`config.mk`:
```
export PLATFORM = sky130hd
export DESIGN_NAME = scramble_sequencer
export DESIGN_NICKNAME = d
export VERILOG_FILES = /design/src/rtl/scramble_sequencer.sv
export SDC_FILE = /design/constraint.sdc
export NUM_CORES = 1
export LEC_CHECK = 0
export ABC_AREA = 1
export CAP_MARGIN = 20
export CORE_MARGIN = 10
export CORE_UTILIZATION = 59
export DETAILED_ROUTE_END_ITERATION = 6
export PLACE_DENSITY = 0.83
export SLEW_MARGIN = 20
export SYNTH_ARGS = -nofsm -noshare
export SYNTH_HDL_FRONTEND = slang
export SYNTH_SLANG_ARGS = --single-unit
```
`constraint.sdc`:
```
create_clock -name clock -period 4.1 [get_ports clock]
set_input_delay 0.615 -clock clock [delete_from_list [all_inputs] [get_ports clock]]
set_output_delay 0.615 -clock clock [all_outputs]
set_load 0.01 [all_outputs]
```
`src/rtl/scramble_sequencer.sv`:
```
// scramble_sequencer: issues a programmable number of pseudo-random face turns
// to the move-apply controller. Codes come from a free-running seedable LFSR;
// out-of-range codes and codes that undo the previous move are redrawn, and a
// fixed gap of idle cycles separates accepted moves.
module scramble_sequencer #(
  parameter int                LFSR_W    = 8,
  parameter logic [LFSR_W-1:0] LFSR_TAPS = 8'hB8,
  parameter int                NUM_CODES = 12,
  parameter int                CNT_W     = 6,
  parameter int                GAP_CYC   = 25000000,
  parameter int                GAP_W     = 25
) (
  input  logic              clock,
  input  logic              reset,
  input  logic              start,
  input  logic              abort,
  input  logic              seed_load,
  input  logic [LFSR_W-1:0] seed,
  input  logic [CNT_W-1:0]  length,
  output logic              move_valid,
  output logic [3:0]        move_code,
  input  logic              move_ready,
  output logic              busy,
  output logic              done,
  output logic [CNT_W-1:0]  moves_issued,
  output logic [2:0]        state_dbg
);

  localparam logic [2:0] IDLE  = 3'd0;
  localparam logic [2:0] DRAW  = 3'd1;
  localparam logic [2:0] ISSUE = 3'd2;
  localparam logic [2:0] GAP   = 3'd3;
  localparam logic [2:0] FIN   = 3'd4;

  localparam logic [4:0]       CODE_LIMIT = 5'(NUM_CODES);
  localparam logic [GAP_W-1:0] GAP_LAST   = GAP_W'(GAP_CYC - 1);

  // Handshake: move_valid is high for the whole ISSUE state and move_code is
  // held stable until a cycle where move_valid & move_ready are both high;
  // that cycle is the transfer, and move_valid is low in the following cycle.

  logic [2:0]        state_q, state_d;
  logic [LFSR_W-1:0] lfsr_q, lfsr_d;
  logic [3:0]        code_q, code_d;
  logic              prev_valid_q, prev_valid_d;
  logic [CNT_W-1:0]  len_q, len_d;
  logic [CNT_W-1:0]  cnt_q, cnt_d;
  logic [GAP_W-1:0]  gap_q, gap_d;

  logic [3:0]        cand;
  logic              cand_ok;
  logic [CNT_W-1:0]  cnt_inc;

  // LFSR next value: free-running step, overridden by a seed load (zero seed
  // maps to all-ones so the register can never lock up).
  always_comb begin
    lfsr_d = {lfsr_q[LFSR_W-2:0], ^(lfsr_q & LFSR_TAPS)};
    if (seed_load) begin
      lfsr_d = (seed == '0) ? '1 : seed;
    end
  end

  // Candidate filter: in range, and not the inverse of the last issued move
  // (code_q doubles as the previous move once prev_valid_q is set).
  always_comb begin
    cand    = lfsr_q[3:0];
    cand_ok = ({1'b0, cand} < CODE_LIMIT) &&
              (!prev_valid_q || (cand != (code_q ^ 4'b0001)));
  end

  // Sequencer FSM: abort overrides every normal transition.
  always_comb begin
    state_d      = state_q;
    code_d       = code_q;
    prev_valid_d = prev_valid_q;
    len_d        = len_q;
    cnt_d        = cnt_q;
    gap_d        = gap_q;
    cnt_inc      = cnt_q + CNT_W'(1);
    if (abort) begin
      state_d = IDLE;
    end else begin
      case (state_q)
        IDLE: begin
          if (start) begin
            cnt_d        = '0;
            prev_valid_d = 1'b0;
            len_d        = length;
            state_d      = (length == '0) ? FIN : DRAW;
          end
        end
        DRAW: begin
          if (cand_ok) begin
            code_d       = cand;
            prev_valid_d = 1'b1;
            state_d      = ISSUE;
          end
        end
        ISSUE: begin
          if (move_ready) begin
            cnt_d = cnt_inc;
            if (cnt_inc == len_q) begin
              state_d = FIN;
            end else begin
              state_d = GAP;
              gap_d   = '0;
            end
          end
        end
        GAP: begin
          if (gap_q == GAP_LAST) begin
            state_d = DRAW;
          end else begin
            gap_d = gap_q + GAP_W'(1);
          end
        end
        FIN: begin
          state_d = IDLE;
        end
        default: begin
          state_d = IDLE;
        end
      endcase
    end
  end

  // State registers with synchronous reset.
  always_ff @(posedge clock) begin
    if (reset) begin
      state_q      <= IDLE;
      lfsr_q       <= '1;
      code_q       <= '0;
      prev_valid_q <= 1'b0;
      len_q        <= '0;
      cnt_q        <= '0;
      gap_q        <= '0;
    end else begin
      state_q      <= state_d;
      lfsr_q       <= lfsr_d;
      code_q       <= code_d;
      prev_valid_q <= prev_valid_d;
      len_q        <= len_d;
      cnt_q        <= cnt_d;
      gap_q        <= gap_d;
    end
  end

  // Outputs decode directly from registered state.
  always_comb begin
    move_valid   = (state_q == ISSUE);
    move_code    = code_q;
    busy         = (state_q != IDLE);
    done         = (state_q == FIN);
    moves_issued = cnt_q;
    state_dbg    = state_q;
  end

endmodule

```
==> run metrics <==
status=completed; most frequent cell after synthesis=nand2_1; Via-to-Cell Ratio=5.427; Max VDD drop=168.6 µV; Setup Buffers After CTS=0; crit-path cells=nand2_2 -> nor2_4 -> clkdlybuf4s50_1; Initial Utilization=60.86%; area leader, netlist=dfxtp_1; Post-Synth XOR/XNOR Area=1.299%; worst-margin pin slew=0.6970 ns; CTS tree=yes; Critical Path RT=3.48 ns; Tot Pwr=1075 µW; Ant. Diodes=0; Warnings, synthesis=0; layout filler cell count=516; crit path max fanout=10; largest family of logic cells by synthesized area=simple AND/OR/NAND/NOR gates; Power Dens Cells=281.4 nW/µm²; pin count of the biggest net entering global routing=44; Most used DFF post-synth=dfxtp_1; antenna-violating nets left=0; post-synth top area share=31.47%; Placer Congestion=0.8921; post-DP HPWL=5807 µm; syn_area_per_cell=6.165 µm²; Reg clk slew, reported paths=0.09 ns; Die Wd=95.60 µm; CP top delay family=buffers and inverters; Rel. slew slack=53.54%; final hold viol count=0; post-route setup TNS=0 ns; fin cells=646; final net count=595; Post-Route WL=8028 µm; first-pass GRT wire length=14030 µm; synthesized area=3372 µm²; Max Fclk=427.0 MHz; HP Class=reg -> reg; Max Cap Violations=0; clk sinks=53; Leak Pwr=0.001532 µW; Post-synth ARST share=0%; core area=5540 µm²; clock tree buffer depth=2; crit path kind=reg -> out; top cells by area, synth=dfxtp_1 31%, nand2_1 16%, nand3_1 10%; CP max stage delay=0.61 ns; Synth Area in Adders=0.7421%; TritonCTS Buffers=5; Seq/Total Area, Yosys=31.47%; synth unique cells=35; drc violations=0; CTS HTree Levels=2; number of synthesized flops with an enable pin=0; Vias=3506; Hold Crit Start=lfsr_q[6]$_SDFF_PP1_; Cells after Synth=547; CP bufs+invs=1; FF-to-FF path depth=12; vias in the first global route=3262; Die Area=9139 µm²; CP Launch Type=flop; CP endpoint kind=output port; initial DRC count=348; worst flop-to-flop path endpoint=gap_q[4]$_SDFFE_PP0P_; Synth top cells by count=143 x nand2_1, 87 x nor2_1, 70 x nand3_1; PortBufs=35; Clock Skew=0.005218 ns; cts repair resizes=0; WP data arrival=1.73 ns; IO Pins=36; RSZ-0062 raised after global routing=no; Hold EP=lfsr_q[7]$_SDFF_PP1_; Post-Synth Simple-Gate Area=45.53%; Final setup violation count=0; Period minus WS final=2.342 ns; Final Cycle Share=57.12%; Layout area overhead=13.25%; Avg WL per Cell=12.43 µm; clock latency on the worst-skew pair=0.31 ns; reg-to-reg slack, setup=1.82 ns; Synth Net Count=569; layout cells sized above 1=7.666%; hold path depth=2; compound-gate portion of the synthesized area=10.39%; synthesized flop and latch total=53; Final Slew Violations=0; CP max stage cell=clkdlybuf4s50_1; initial antenna violation count=0; hold-fix buffers at CTS=0; clock root cell=clkbuf_8; Die Span Y=95.60 µm; post-placement cell count=638; drt pass-1 iters=5; mux share of post-synthesis cell area=0%; R2R Path Start=moves_issued[0]$_SDFFE_PP0P_; GRT Util Overall=18.35%; GRT overflow=0; Rows=27
state kept, by name, indices dropped and copies added (netlist names):
name	count
gap_q	25
lfsr_q	8
len_q	6
moves_issued	6
move_code	4
state_dbg	3
prev_valid_q	1
cells by family (layout without fill, tap and decap cells):
group,count (synthesis),after routing
DFF,53,53
xor gates and xnor gates,5,5
AOI/OAI and AO/OA,61,61
buffers and inverters,80,107
adders and majority gates,2,2
and+or+nand+nor,346,346
metrics by stage:
step / utilization [%] / cell area (µm²) / hold slack [ns] / setup slack [ns]
3_5_place_dp: 66.82 / 3702 / 0.4480 / 1.832
2_1_floorplan: - / 3372 / 0.4205 / 2.256
3_3_place_gp: 66.82 / 3702 / 0.4357 / 1.847
6_report: 68.93 / 3819 / 0.4654 / 1.758
5_1_grt: 68.93 / 3819 / 0.4962 / 1.545
4_1_cts: 68.93 / 3819 / 0.4710 / 1.738
area by class of cell:
cell class / instances / area [µm²] / share of cell area (%)
timing repair buffer: 36 / 357.8 / 9.371
clock inverter: 1 / 30.03 / 0.7864
clock buffer: 7 / 86.33 / 2.261
inverter: 63 / 239.0 / 6.258
sequential: 53 / 1061 / 27.79
tap: 72 / 90.09 / 2.359
multi-input combinational: 414 / 1954 / 51.18
tightest hold or removal path, cell delays in order, from the launching register on:
cell and delay (ns):
dfxtp_1 0.33, o22ai_1 0.07, nand2_1 0.05
worst max path at each step:
stage                                       startpoint                      endpoint  slack [ns]  depth (start not counted)
after floorplan           moves_issued[0]$_SDFFE_PP0P_        gap_q[17]$_SDFFE_PP0P_        2.26                         13
after global placement                      move_ready  moves_issued[1]$_SDFFE_PP0P_        1.85                          8
after detailed placement                    move_ready         gap_q[4]$_SDFFE_PP0P_        1.83                          9
after CTS                    state_dbg[1]$_SDFFE_PP0P_                    move_valid        1.74                          3
after global routing      moves_issued[0]$_SDFFE_PP0P_         gap_q[2]$_SDFFE_PP0P_        1.54                         12
final                        state_dbg[1]$_SDFFE_PP0P_                    move_valid        1.76                          3
power breakdown:
group / leakage, µW / total, µW / internal, µW / switching (µW)
sequential: 0.000431 / 556 / 535 / 21.1
combinational: 0.00104 / 147 / 66.3 / 81.2
clock: 0.0000585 / 371 / 199 / 172
total: 0.00153 / 1070 / 800 / 275
placed cells by master, fill, tap and decap left out, types with 3 or more instances in the layout:
cell and instances:
nand2_1 143, nor2_1 87, nand3_1 70, inv_1 54, dfxtp_1 53, clkdlybuf4s50_1 35
a21oi_1 21, o21ai_0 14, nor2_2 13, nand4_1 11, inv_2 8, o21bai_1 7
o22ai_1 6, clkbuf_8 6, o211ai_1 5, or2_2 5, o21ai_1 4, xor2_1 4
nand2_2 3, nor3_1 3
layer usage:
metal	share of wire, %	track usage (%)	vias up
li1	-	-	1812
met1	43	21.01	1567
met2	50	33.01	113
met3	5.8	3.378	14
met4	1.5	6.757	0
met5	0	0	-
Power figures use the tool's default switching activity.
